==> config.mk <==
export PLATFORM = sky130hd
export DESIGN_NAME = avalon_mm_arbiter
export DESIGN_NICKNAME = d
export VERILOG_FILES = /design/src/rtl/avalon_mm_arb_pkg.sv /design/src/rtl/rr_arb2.sv /design/src/rtl/avalon_mm_arbiter.sv
export SDC_FILE = /design/constraint.sdc
export NUM_CORES = 1
export LEC_CHECK = 0
export CAP_MARGIN = 0
export CORE_MARGIN = 2
export CORE_UTILIZATION = 34
export CTS_BUF_LIST = sky130_fd_sc_hd__clkbuf_2 sky130_fd_sc_hd__clkbuf_4 sky130_fd_sc_hd__clkbuf_8
export DETAILED_ROUTE_END_ITERATION = 10
export PLACE_DENSITY = 0.79
export SLEW_MARGIN = 30
export SYNTH_ARGS = -nofsm -noshare
export SYNTH_HDL_FRONTEND = slang
export SYNTH_SLANG_ARGS = --single-unit
==> constraint.sdc <==
create_clock -name clk_i -period 2.1 [get_ports clk_i]
set_input_delay 0.42 -clock clk_i [delete_from_list [all_inputs] [get_ports clk_i]]
set_output_delay 0.42 -clock clk_i [all_outputs]
set_load 0.02 [all_outputs]
==> src/rtl/avalon_mm_arb_pkg.sv <==
// Shared types and constants for the two-master Avalon-MM register arbiter.
package avalon_mm_arb_pkg;

    typedef enum logic [1:0] {
        IDLE    = 2'd0,
        BUSY    = 2'd1,
        WAIT_RD = 2'd2
    } state_t;

    typedef logic grant_t;

    localparam grant_t GRANT_M0 = 1'b0;
    localparam grant_t GRANT_M1 = 1'b1;

    // Replicated to DWIDTH where used to form the timeout read response.
    localparam logic RD_ERR_DATA = 1'b1;

endpackage

==> src/rtl/rr_arb2.sv <==
// Two-requester round-robin grant logic; last_grant advances only on the update strobe.
module rr_arb2
    import avalon_mm_arb_pkg::*;
(
    input  logic       clk,
    input  logic       rst,
    input  logic [1:0] req,
    input  logic       update,
    input  grant_t     done_grant,
    output logic       grant_valid,
    output grant_t     grant
);

    grant_t last_grant_r;

    // Remember the most recent master that completed a transaction.
    always_ff @(posedge clk or posedge rst) begin
        if (rst) begin
            last_grant_r <= GRANT_M1;
        end else if (update) begin
            last_grant_r <= done_grant;
        end else begin
            last_grant_r <= last_grant_r;
        end
    end

    // Pick the lone requester, or the one that did not go last on contention.
    always_comb begin
        grant       = GRANT_M0;
        grant_valid = 1'b0;
        case (req)
            2'b01: begin
                grant       = GRANT_M0;
                grant_valid = 1'b1;
            end
            2'b10: begin
                grant       = GRANT_M1;
                grant_valid = 1'b1;
            end
            2'b11: begin
                grant       = ~last_grant_r;
                grant_valid = 1'b1;
            end
            default: begin
                grant       = GRANT_M0;
                grant_valid = 1'b0;
            end
        endcase
    end

endmodule

==> src/rtl/avalon_mm_arbiter.sv <==
// Round-robin arbiter sharing one Avalon-MM register slave between two masters,
// one transaction in flight, with a read-timeout guard against a silent slave.
module avalon_mm_arbiter
    import avalon_mm_arb_pkg::*;
#(
    parameter  int DWIDTH     = 32,
    parameter  int NUM_REGS   = 4,
    parameter  int RD_TIMEOUT = 16,
    localparam int AWIDTH     = $clog2(NUM_REGS) + 1
) (
    input  logic              clk_i,
    input  logic              rst_i,
    input  logic [AWIDTH-1:0] m0_address_i,
    input  logic              m0_write_i,
    input  logic [DWIDTH-1:0] m0_writedata_i,
    input  logic              m0_read_i,
    output logic              m0_waitrequest_o,
    output logic [DWIDTH-1:0] m0_readdata_o,
    output logic              m0_readdatavalid_o,
    input  logic [AWIDTH-1:0] m1_address_i,
    input  logic              m1_write_i,
    input  logic [DWIDTH-1:0] m1_writedata_i,
    input  logic              m1_read_i,
    output logic              m1_waitrequest_o,
    output logic [DWIDTH-1:0] m1_readdata_o,
    output logic              m1_readdatavalid_o,
    output logic [AWIDTH-1:0] s_address_o,
    output logic              s_write_o,
    output logic [DWIDTH-1:0] s_writedata_o,
    output logic              s_read_o,
    input  logic              s_waitrequest_i,
    input  logic [DWIDTH-1:0] s_readdata_i,
    input  logic              s_readdatavalid_i
);

    localparam int                CWIDTH   = $clog2(RD_TIMEOUT);
    localparam logic [CWIDTH-1:0] CNT_LAST = CWIDTH'(RD_TIMEOUT - 1);

    state_t              state_r;
    state_t              state_next_s;
    grant_t              grant_r;
    logic [CWIDTH-1:0]   cnt_r;
    logic [DWIDTH-1:0]   rdata0_r;
    logic [DWIDTH-1:0]   rdata1_r;
    logic [1:0]          rdv_r;

    logic [1:0]          req_s;
    logic                arb_valid_s;
    grant_t              arb_grant_s;
    logic [AWIDTH-1:0]   g_addr_s;
    logic                g_write_s;
    logic [DWIDTH-1:0]   g_wdata_s;
    logic                g_read_s;
    logic                wr_acc_s;
    logic                rd_acc_s;
    logic                rd_done_s;
    logic                upd_s;
    logic [DWIDTH-1:0]   rd_value_s;

    assign req_s = {m1_read_i | m1_write_i, m0_read_i | m0_write_i};

    rr_arb2 u_rr_arb2 (
        .clk         (clk_i),
        .rst         (rst_i),
        .req         (req_s),
        .update      (upd_s),
        .done_grant  (grant_r),
        .grant_valid (arb_valid_s),
        .grant       (arb_grant_s)
    );

    // Route the granted master's request lines toward the slave.
    always_comb begin
        if (grant_r == GRANT_M1) begin
            g_addr_s  = m1_address_i;
            g_write_s = m1_write_i;
            g_wdata_s = m1_writedata_i;
            g_read_s  = m1_read_i;
        end else begin
            g_addr_s  = m0_address_i;
            g_write_s = m0_write_i;
            g_wdata_s = m0_writedata_i;
            g_read_s  = m0_read_i;
        end
    end

    // A simultaneous read and write is treated as a write.
    assign wr_acc_s   = (state_r == BUSY) && g_write_s && !s_waitrequest_i;
    assign rd_acc_s   = (state_r == BUSY) && !g_write_s && g_read_s && !s_waitrequest_i;
    assign rd_done_s  = (state_r == WAIT_RD) && (s_readdatavalid_i || (cnt_r == CNT_LAST));
    assign upd_s      = wr_acc_s | rd_done_s;
    assign rd_value_s = s_readdatavalid_i ? s_readdata_i : {DWIDTH{RD_ERR_DATA}};

    // FSM state register.
    always_ff @(posedge clk_i or posedge rst_i) begin
        if (rst_i) begin
            state_r <= IDLE;
        end else begin
            state_r <= state_next_s;
        end
    end

    // FSM next-state logic.
    always_comb begin
        state_next_s = state_r;
        case (state_r)
            IDLE: begin
                if (arb_valid_s) begin
                    state_next_s = BUSY;
                end else begin
                    state_next_s = IDLE;
                end
            end
            BUSY: begin
                if (!g_write_s && !g_read_s) begin
                    state_next_s = IDLE;
                end else if (wr_acc_s) begin
                    state_next_s = IDLE;
                end else if (rd_acc_s) begin
                    state_next_s = WAIT_RD;
                end else begin
                    state_next_s = BUSY;
                end
            end
            WAIT_RD: begin
                if (rd_done_s) begin
                    state_next_s = IDLE;
                end else begin
                    state_next_s = WAIT_RD;
                end
            end
            default: begin
                state_next_s = IDLE;
            end
        endcase
    end

    // FSM outputs: the slave and the granted master see each other only in BUSY.
    always_comb begin
        s_address_o      = g_addr_s;
        s_writedata_o    = g_wdata_s;
        s_write_o        = 1'b0;
        s_read_o         = 1'b0;
        m0_waitrequest_o = 1'b1;
        m1_waitrequest_o = 1'b1;
        case (state_r)
            BUSY: begin
                s_write_o = g_write_s;
                s_read_o  = g_read_s & ~g_write_s;
                if (grant_r == GRANT_M1) begin
                    m1_waitrequest_o = s_waitrequest_i;
                end else begin
                    m0_waitrequest_o = s_waitrequest_i;
                end
            end
            default: begin
                s_write_o = 1'b0;
                s_read_o  = 1'b0;
            end
        endcase
    end

    // Grant capture, read-timeout counter and registered read response.
    always_ff @(posedge clk_i or posedge rst_i) begin
        if (rst_i) begin
            grant_r  <= GRANT_M0;
            cnt_r    <= {CWIDTH{1'b0}};
            rdata0_r <= {DWIDTH{1'b0}};
            rdata1_r <= {DWIDTH{1'b0}};
            rdv_r    <= 2'b00;
        end else begin
            rdv_r <= 2'b00;
            if ((state_r == IDLE) && arb_valid_s) begin
                grant_r <= arb_grant_s;
            end else begin
                grant_r <= grant_r;
            end
            if (rd_acc_s) begin
                cnt_r <= {CWIDTH{1'b0}};
            end else if (state_r == WAIT_RD) begin
                cnt_r <= cnt_r + CWIDTH'(1);
            end else begin
                cnt_r <= cnt_r;
            end
            if (rd_done_s && (grant_r == GRANT_M1)) begin
                rdata1_r <= rd_value_s;
                rdv_r[1] <= 1'b1;
            end else if (rd_done_s) begin
                rdata0_r <= rd_value_s;
                rdv_r[0] <= 1'b1;
            end else begin
                rdata0_r <= rdata0_r;
                rdata1_r <= rdata1_r;
            end
        end
    end

    assign m0_readdata_o      = rdata0_r;
    assign m1_readdata_o      = rdata1_r;
    assign m0_readdatavalid_o = rdv_r[0];
    assign m1_readdatavalid_o = rdv_r[1];

endmodule

# After elaboration in Yosys (flattened, before gate mapping)
# Cells that the tools add are included.
# word_totals
ff_bits,74
latch_bits,0
ram_bits,0
mem_bits_ro,0
input_bits,110
word_cells,62
mem_count,0
# op_classes
n_addsub,1
mul,0
div,0
order_cmp,0
n_eq_ne,6
shift,0
mux,24
n_bitwise,7
reduce_logical,17
# ops
cell,n
32-bit two-way mux,2
1-bit two-way mux,13
1-bit logical AND,9
2-bit two-way mux,4
4-bit two-way mux,2
"2-bit == test, second input constant",3
2-bit case mux with 3 select lines,1
"4-bit by 1-bit adder with 4-bit output, second input constant",1
"2-bit by 1-bit == test with 1-bit output, second input constant",2
"4-bit == test, second input constant",1
1-bit zero test,3
3-bit two-way mux,1
1-bit inverter,3
1-bit bitwise OR,3
3-bit OR reduction,1
2-bit zero test,1
1-bit case mux with 2 select lines,1
2-bit AND reduction,1
2-bit nonzero test,1
1-bit bitwise AND,1
1-bit logical OR,1

# Depth between registers and ports, before layout
# depth
ltp_word,9
mapped_depth,5

# Hierarchy
# Synthesis repeated with hierarchy kept, for this count alone.
# hier_totals
hier_cells,279
area_unflattened_um2,3629.7
# by_module_without_submodules
module,n_inst,cells_per_inst,area_per_inst_um2
avalon_mm_arbiter,1,274,3570.9
rr_arb2,1,5,58.8

# Least setup slack after synthesis
# No wires, ideal clock.
# synth_path
path_kind,flip-flop to output port
from,register grant_r
to,output s_address_o[0]
arrival_time_ns,1.216
setup_slack_ns,0.464
stages_incl_launch_ff,4
n_path_buf,2
cell_sequence,dfrtp_1 > buf_2 > buf_2 > mux2_2
# synth_between
elab_chain_len,1
# synth_rtl
item,line_no,text
start: declaration,avalon_mm_arbiter.sv:41,grant_t grant_r;
start signal: assignment,avalon_mm_arbiter.sv:174,grant_r <= arb_grant_s;
start signal: assignment,avalon_mm_arbiter.sv:176,grant_r <= grant_r;
3-bit two-way mux,avalon_mm_arbiter.sv:74,if (grant_r == GRANT_M1) begin
end: declaration,avalon_mm_arbiter.sv:27,"output logic [AWIDTH-1:0] s_address_o,"
# Every way passes these cells.

# Final worst setup path
# layout_path
from,register grant_r
to,output s_writedata_o[12]
# layout_between
elab_chain_len,1
# layout_rtl
item,line_no,text
32-bit two-way mux,avalon_mm_arbiter.sv:74,
end: declaration,avalon_mm_arbiter.sv:29,"output logic [DWIDTH-1:0] s_writedata_o,"
# Every way passes these cells.

==> PnR_summary.wiki <==
{| class="wikitable"
! Metric !! Value
|-
| Final cell utilization of the core || 0.621
|-
| Hold Violations, Final || 0
|-
| First-pass GRT wire length || 15.9 mm
|-
| Number of global-route vias before repair || 3,214
|-
| VDD IR-drop max || 0.453 mV
|-
| Number of synthesized flops with an enable pin || 0
|-
| Crit path DAT || 1.64 ns
|-
| Relative slew margins || 0.741
|-
| Post-Synth XOR/XNOR Area || 0.00533
|-
| Core area || 9330 µm²
|-
| Number of iterations in the first detailed-routing pass || 4
|-
| FFs w/ async S/R, synth || 1.00
|-
| Chip Width || 102 µm
|-
| Primary FF master, synth || sky130_fd_sc_hd__dfrtp_1
|-
| Number of max-cap violations || 0
|-
| Finish-stage setup viols || 0
|-
| Share of synthesized cell area in and, or, nand and nor gates || 0.0632
|-
| Complex-gate fraction of the synthesized area || 0.203
|-
| Mux share of post-synthesis cell area || 0.123
|-
| Worst Path Max Fanout || 24
|-
| Average size of a mapped cell || 13.8 µm²
|-
| HP Class || flip-flop to flip-flop
|-
| Clock latency of the later-clocked register in the worst-skew pair || 0.34 ns
|-
| Final critical path time including I/O delays and setup || 2.06 ns
|-
| Final std cell area, no fill || 5790 µm²
|-
| Leakage power total || 2.39 nW
|-
| Count of pins on the block boundary || 215
|-
| Area after detailed placement || 5640 µm²
|-
| Critical setup path kind || flip-flop to output pin
|-
| Die area || 10,500 µm²
|-
| Number of design-rule violations left by the first detailed-router iteration || 113
|-
| Proportion of layout cells with a drive suffix above 1 || 0.236
|-
| Sum of overflow across all layers after global routing || 0
|-
| Via-per-instance ratio || 4.95
|-
| Achievable clock frequency || 485 MHz
|-
| Antenna cell count || 0
|-
| Most frequent cells in the layout || 175 x sky130_fd_sc_hd__clkdlybuf4s50_1, 72 x sky130_fd_sc_hd__dfrtp_1, 64 x sky130_fd_sc_hd__o22a_1
|-
| Total routing resource utilization after global routing || 0.202
|-
| Number of port buffers || 214
|-
| Layout area overhead || 76.2%
|-
| Estimated wirelength of the detail-placed design || 8.04 mm
|-
| Critical path endpoint category || output pin
|-
| Total number of vias || 2,952
|-
| List of cells traversed by the critical path || buf_12, mux2_2, clkdlybuf4s15_1
|-
| NumNets Final || 573
|-
| Clock tree from TritonCTS || done
|-
| FILL cells || 756
|-
| Combinational family with the most area after synthesis || compound AO/OA/AOI/OAI gates
|-
| Startpoint type of the worst setup path || flip-flop
|-
| Clock slew at the register clock pins of the worst setup and hold paths || 0.08 ns
|-
| Largest net degree at the start of global routing || 75
|-
| Number of buffers added by the clock tree synthesis step || 9
|-
| Worst-case clock skew || 0.00746 ns
|-
| Pwr/cell area || 1350 nW/µm²
|-
| Adder-cell share of the synthesized area || 0.00381
|-
| Syn. warnings || 0
|-
| Placer congestion estimate || 0.764
|-
| Slew at the pin with the worst max-slew slack || 0.388 ns
|-
| RSZ-0062 raised after global routing || true
|-
| Initial core utilization || 0.352
|-
| Wirelength per Cell || 17.6 µm
|-
| Post-synthesis sequential element count || 74
|-
| Max Buffers Root-to-Sink || 2
|-
| Total Routed Length || 10.5 mm
|-
| Final critical-path share of the clock period || 0.982
|-
| Number of instances in the synthesized netlist || 238
|-
| Standard-cell row count || 35
|-
| Area of the mapped netlist || 3290 µm²
|-
| Max Transition Viols Final || 0
|-
| Antenna violations before repair || 0
|-
| Fraction of the yosys area taken by sequential cells || 0.564
|-
| Root buffer cell || sky130_fd_sc_hd__clkbuf_8
|-
| CP max stage cell || sky130_fd_sc_hd__dfrtp_2
|-
| CTS H-Tree Depth || 3
|-
| Delay of the slowest critical-path stage || 0.44 ns
|-
| Result of the run || finished clean
|-
| Die H || 102 µm
|-
| Total DRC errors in the routed layout || 0
|-
| Number of clock sinks || 74
|-
| Unique masters post-synth || 40
|-
| Net Count, Synth || 349
|-
| Most common cell after layout, fill and taps aside || sky130_fd_sc_hd__clkdlybuf4s50_1
|-
| Worst endpoint required time || 1.68 ns
|-
| Final antenna-violating net count || 0
|}
## power breakdown
group / switching (mW) / leakage [nW] / internal [mW]
clock network: 0.510 / 0.112 / 0.645
logic: 1.95 / 1.37 / 2.26
registers: 0.369 / 0.904 / 2.06
## what timing repair did
item / 4_1_cts / 5_1_grt
hold buffers: 0 / 0
endpoints found under the setup margin: 36 / 24
setup buffers: 0 / 0
cloned: 1 / 0
gates resized for setup: 57 / 42
## final timing paths
| check | slack, ns | endpoint | from | cells after the start |
|---|---|---|---|---|
| setup / recovery | 0.04 | s_writedata_o[12] | grant_r$_DFFE_PP0P_ | 3 |
| hold / removal | 0.51 | m1_readdata_o[13]$_DFFE_PP0P_ | m1_readdata_o[13]$_DFFE_PP0P_ | 1 |
| setup reg to reg | 0.51 | m0_readdata_o[11]$_DFFE_PP0P_ | cnt_r[0]$_DFFE_PP0P_ | 5 |
| hold reg to reg | 0.51 | m1_readdata_o[13]$_DFFE_PP0P_ | m1_readdata_o[13]$_DFFE_PP0P_ | 1 |
| max in group asynchronous | 1.23 | u_rr_arb2.last_grant_r$_DFFE_PP1P_ | rst_i | 3 |
| min in group asynchronous | 0.53 | m0_readdata_o[12]$_DFFE_PP0P_ | rst_i | 3 |
## critical path, delay by kind of cell (launching register included)
kind	cells	cell delay, ns
muxes	1	0.35
buffers and inverters	2	0.51
DFF	1	0.44
## flip-flops by register name, summed over array words and instances, names as in the netlist
name                    cells
m0_readdata_o              32
rdv_r                       2
state_r                     2
m1_readdata_o              32
grant_r                     1
u_rr_arb2.last_grant_r      1
cnt_r                       4
## Yosys cell counts (2+ instances only)
library cell	instances	area, µm²
sky130_fd_sc_hd__nor2_1	5	18.8
sky130_fd_sc_hd__nand3_1	2	10.0
sky130_fd_sc_hd__buf_6	3	33.8
sky130_fd_sc_hd__inv_1	2	7.51
sky130_fd_sc_hd__buf_2	11	55.1
sky130_fd_sc_hd__o22a_1	64	561
sky130_fd_sc_hd__nand2_1	4	15.0
sky130_fd_sc_hd__a21o_1	2	15.0
sky130_fd_sc_hd__dfrtp_1	73	1830
sky130_fd_sc_hd__buf_4	4	30.0
sky130_fd_sc_hd__mux2_2	35	394
sky130_fd_sc_hd__nand3b_1	2	15.0
sky130_fd_sc_hd__a21oi_1	3	15.0
sky130_fd_sc_hd__nand2b_1	2	12.5
## area by class of cell
type / instances / area, µm² / share of cell area
Clock inverter: 4 / 48.8 / 0.00842
Inverter: 2 / 11.3 / 0.00194
Multi-Input combinational cell: 144 / 1310 / 0.226
Tap cell: 129 / 161 / 0.0279
Sequential cell: 74 / 1850 / 0.320
Timing Repair Buffer: 231 / 2240 / 0.387
Clock buffer: 12 / 165 / 0.0285
## cell families (layout without fill, tap and decap cells)
logic type               after synthesis  in the layout
XOR/XNOR                               2              2
AND/OR/NAND/NOR                       28             28
flip-flops                            74             74
buffers and inverters                 20            249
AO/OA/AOI/OAI                         77             77
multiplexers                          36             36
adder cells (fa/ha/maj)                1              1
## stage by stage
| stage | worst slack, ns | power, mW | hold WS, ns | cells | TNS, ns |
|---|---|---|---|---|---|
| global placement | -0.367 | 6.68 | 0.489 | 579 | -0.694 |
| finish | 0.0376 | 7.79 | 0.508 | 596 | 0 |
| global route | -0.0288 | 8.19 | 0.526 | 596 | -0.0288 |
| detailed placement | -0.351 | 6.79 | 0.488 | 579 | -0.730 |
| floorplan | 0.464 | 4.65 | 0.503 | 238 | 0 |
| CTS | -0.0153 | 7.91 | 0.513 | 596 | -0.0685 |
## routing by layer
metal,part of all wire,global-route usage
met5,0,0
met4,0.031,0.0882
met3,0.082,0.0602
met2,0.53,0.380
met1,0.36,0.204
(Power assumes the default switching activity.)
==> RTL change, RTL diff (same settings) <==
The 3 states of `state_t` get a one-hot encoding in 3 bits.
--- a/src/rtl/avalon_mm_arb_pkg.sv
+++ b/src/rtl/avalon_mm_arb_pkg.sv
@@ -3,6 +3,6 @@
 
-    typedef enum logic [1:0] {
-        IDLE    = 2'd0,
-        BUSY    = 2'd1,
-        WAIT_RD = 2'd2
+    typedef enum logic [2:0] {
+        IDLE    = 3'b001,
+        BUSY    = 3'b010,
+        WAIT_RD = 3'b100
     } state_t;
Formal check against the unedited RTL: same outputs for any inputs over 4 cycles, from zero or initial values and one cycle with rst_i high; so few cycles prove little.
==> RTL change against the original RTL <==
- clock skew increased by 0.0055 ns
- total power decreased by 16%
- wire length increased by 1.4%
- area after synthesis increased by 0.30%
- critical path type unchanged
- critical path depth increased by 1
- count of clock-buffer cells in the layout increased by 1
- non-clock buffer count increased by 6
- largest cell class unchanged
- core utilization increased by 0.48 points
- setup slack improved by 0.014 ns
- highest routed layer unchanged
- largest power group unchanged
- design area increased by 0.78%
- sequential cell count increased by 1
==> RTL change: results (changes against the original RTL) <==
largest net degree at the start of global routing 76 (+1.3%); crit-path max FO 15 (-38%); flop2flop setup slack 0.30 ns (-0.21 ns); met2 Resource Use GR 37.5% (-0.50 points); first-pass GRT wire length 15.9 mm (-0.51%); most frequent cells after synthesis dfrtp_1 (73), o22a_1 (57), mux2_2 (36), o22a_2 (8), buf_6 (7); Via density 5.00 (+0.95%); peak supply drop 0.000517 V (+14%); Syn Nets 350 (+0.29%); synth top area cells dfrtp_1 (55%), o22a_1 (15%), mux2_2 (12%); internal power 4350 uW (-12%); share of cells above drive strength 1 28.7% (+5.1 points); maximum clock insertion buffer count 2 (unchanged); status finished, final reports clean; min-delay src m0_readdata_o[8]$_DFFE_PP0P_; grt met1 use 20.5% (+0.069 points); power in combinational cells 3190 uW (-24%); vias in the first global route 3,130 (-2.6%); post-synthesis mux area share 12.9% (+0.61 points); Synth Area in Adders 0.380% (-0.0012 points); Synth Area in Compound Gates 20.2% (-0.024 points); RR Endpoint m0_readdata_o[4]$_DFFE_PP0P_; routed wl met2 5.68 mm (+2.8%); met3 usage 5.68% (-0.34 points); Initial DRC Count 60 (-47%); Total Nets Final 580 (+1.2%); met3 WL post-DR 853 um (-1.3%); Synth cell types 34 (-15%); static leakage 0.00246 uW (+3.2%); XOR/XNOR share of the synthesized area 0.266% (-0.27 points); Seq/Total Area, Yosys 57.0% (+0.63 points); CP max stage delay 0.39 ns (-0.05 ns); r2r startpoint state_r[0]$_DFF_PP1_; filler instances 771 (+2.0%); HP Class reg2reg; pre-CTS setup slack -0.682 ns (-0.331 ns); worst-margin pin slew 0.414 ns (+0.0254 ns); routed len/inst 17.6 um (+0.26%); DR top layer met4; hpwl dp 7.97 mm (-0.83%); Final Skew 0.0129 ns (+0.00548 ns); worst setup path end s_writedata_o[15]; gpl congestion 0.817 (+7.0%); Final Critical Period 2.05 ns (-0.0141 ns); total track usage 20.0% (-0.14 points); DRT met1 WL 3.81 mm (+1.1%); Clk power 1270 uW (+10%)
RTL change: worst min path at each step:
stage / endpoint / slack (ns) / cells after the start
floorplan: cnt_r[3]$_DFFE_PP0P_ / 0.52 / 2
global placement: m1_readdata_o[13]$_DFFE_PP0P_ / 0.49 / 1
detailed placement: m0_readdata_o[30]$_DFFE_PP0P_ / 0.50 / 1
CTS: m0_readdata_o[30]$_DFFE_PP0P_ / 0.51 / 1
global route: m1_readdata_o[26]$_DFFE_PP0P_ / 0.52 / 1
finish: m0_readdata_o[8]$_DFFE_PP0P_ / 0.51 / 1
RTL change: through the flow:
| stage | std cells | instance area (um^2) | hold slack (ns) | power (uW) |
|---|---|---|---|---|
| floorplan | 239 | 3300 | 0.522 | 3740 |
| global placement | 582 | 5660 | 0.489 | 5270 |
| detailed placement | 582 | 5660 | 0.496 | 5340 |
| CTS | 600 | 5900 | 0.512 | 6650 |
| global route | 603 | 5840 | 0.521 | 6860 |
| finish | 603 | 5840 | 0.508 | 6550 |
RTL change: logic make-up after synthesis:
| group | after synthesis |
|---|---|
| adder cells (fa/ha/maj) | 1 |
| XOR/XNOR | 1 |
| AO/OA/AOI/OAI | 80 |
| flip-flops | 75 |
| buffers and inverters | 20 |
| multiplexers | 38 |
| AND/OR/NAND/NOR | 24 |
RTL change: what timing repair did:
action                                  in CTS  in global routing
setup buffers                                1                  3
endpoints found under the setup margin      36                 32
endpoints found under the hold margin        0                  0
cloned                                       1                  0
pin swaps                                    1                  1
gates resized for setup                    125                 24
RTL change: cell type report:
type,instances,area share [%]
flip-flops and latches,75,32.2
clock inverters,3,1.18
repair buffers,237,38.4
inverters,2,0.193
clock buffers,13,2.85
well taps,129,2.76
multi-input cells,144,22.4
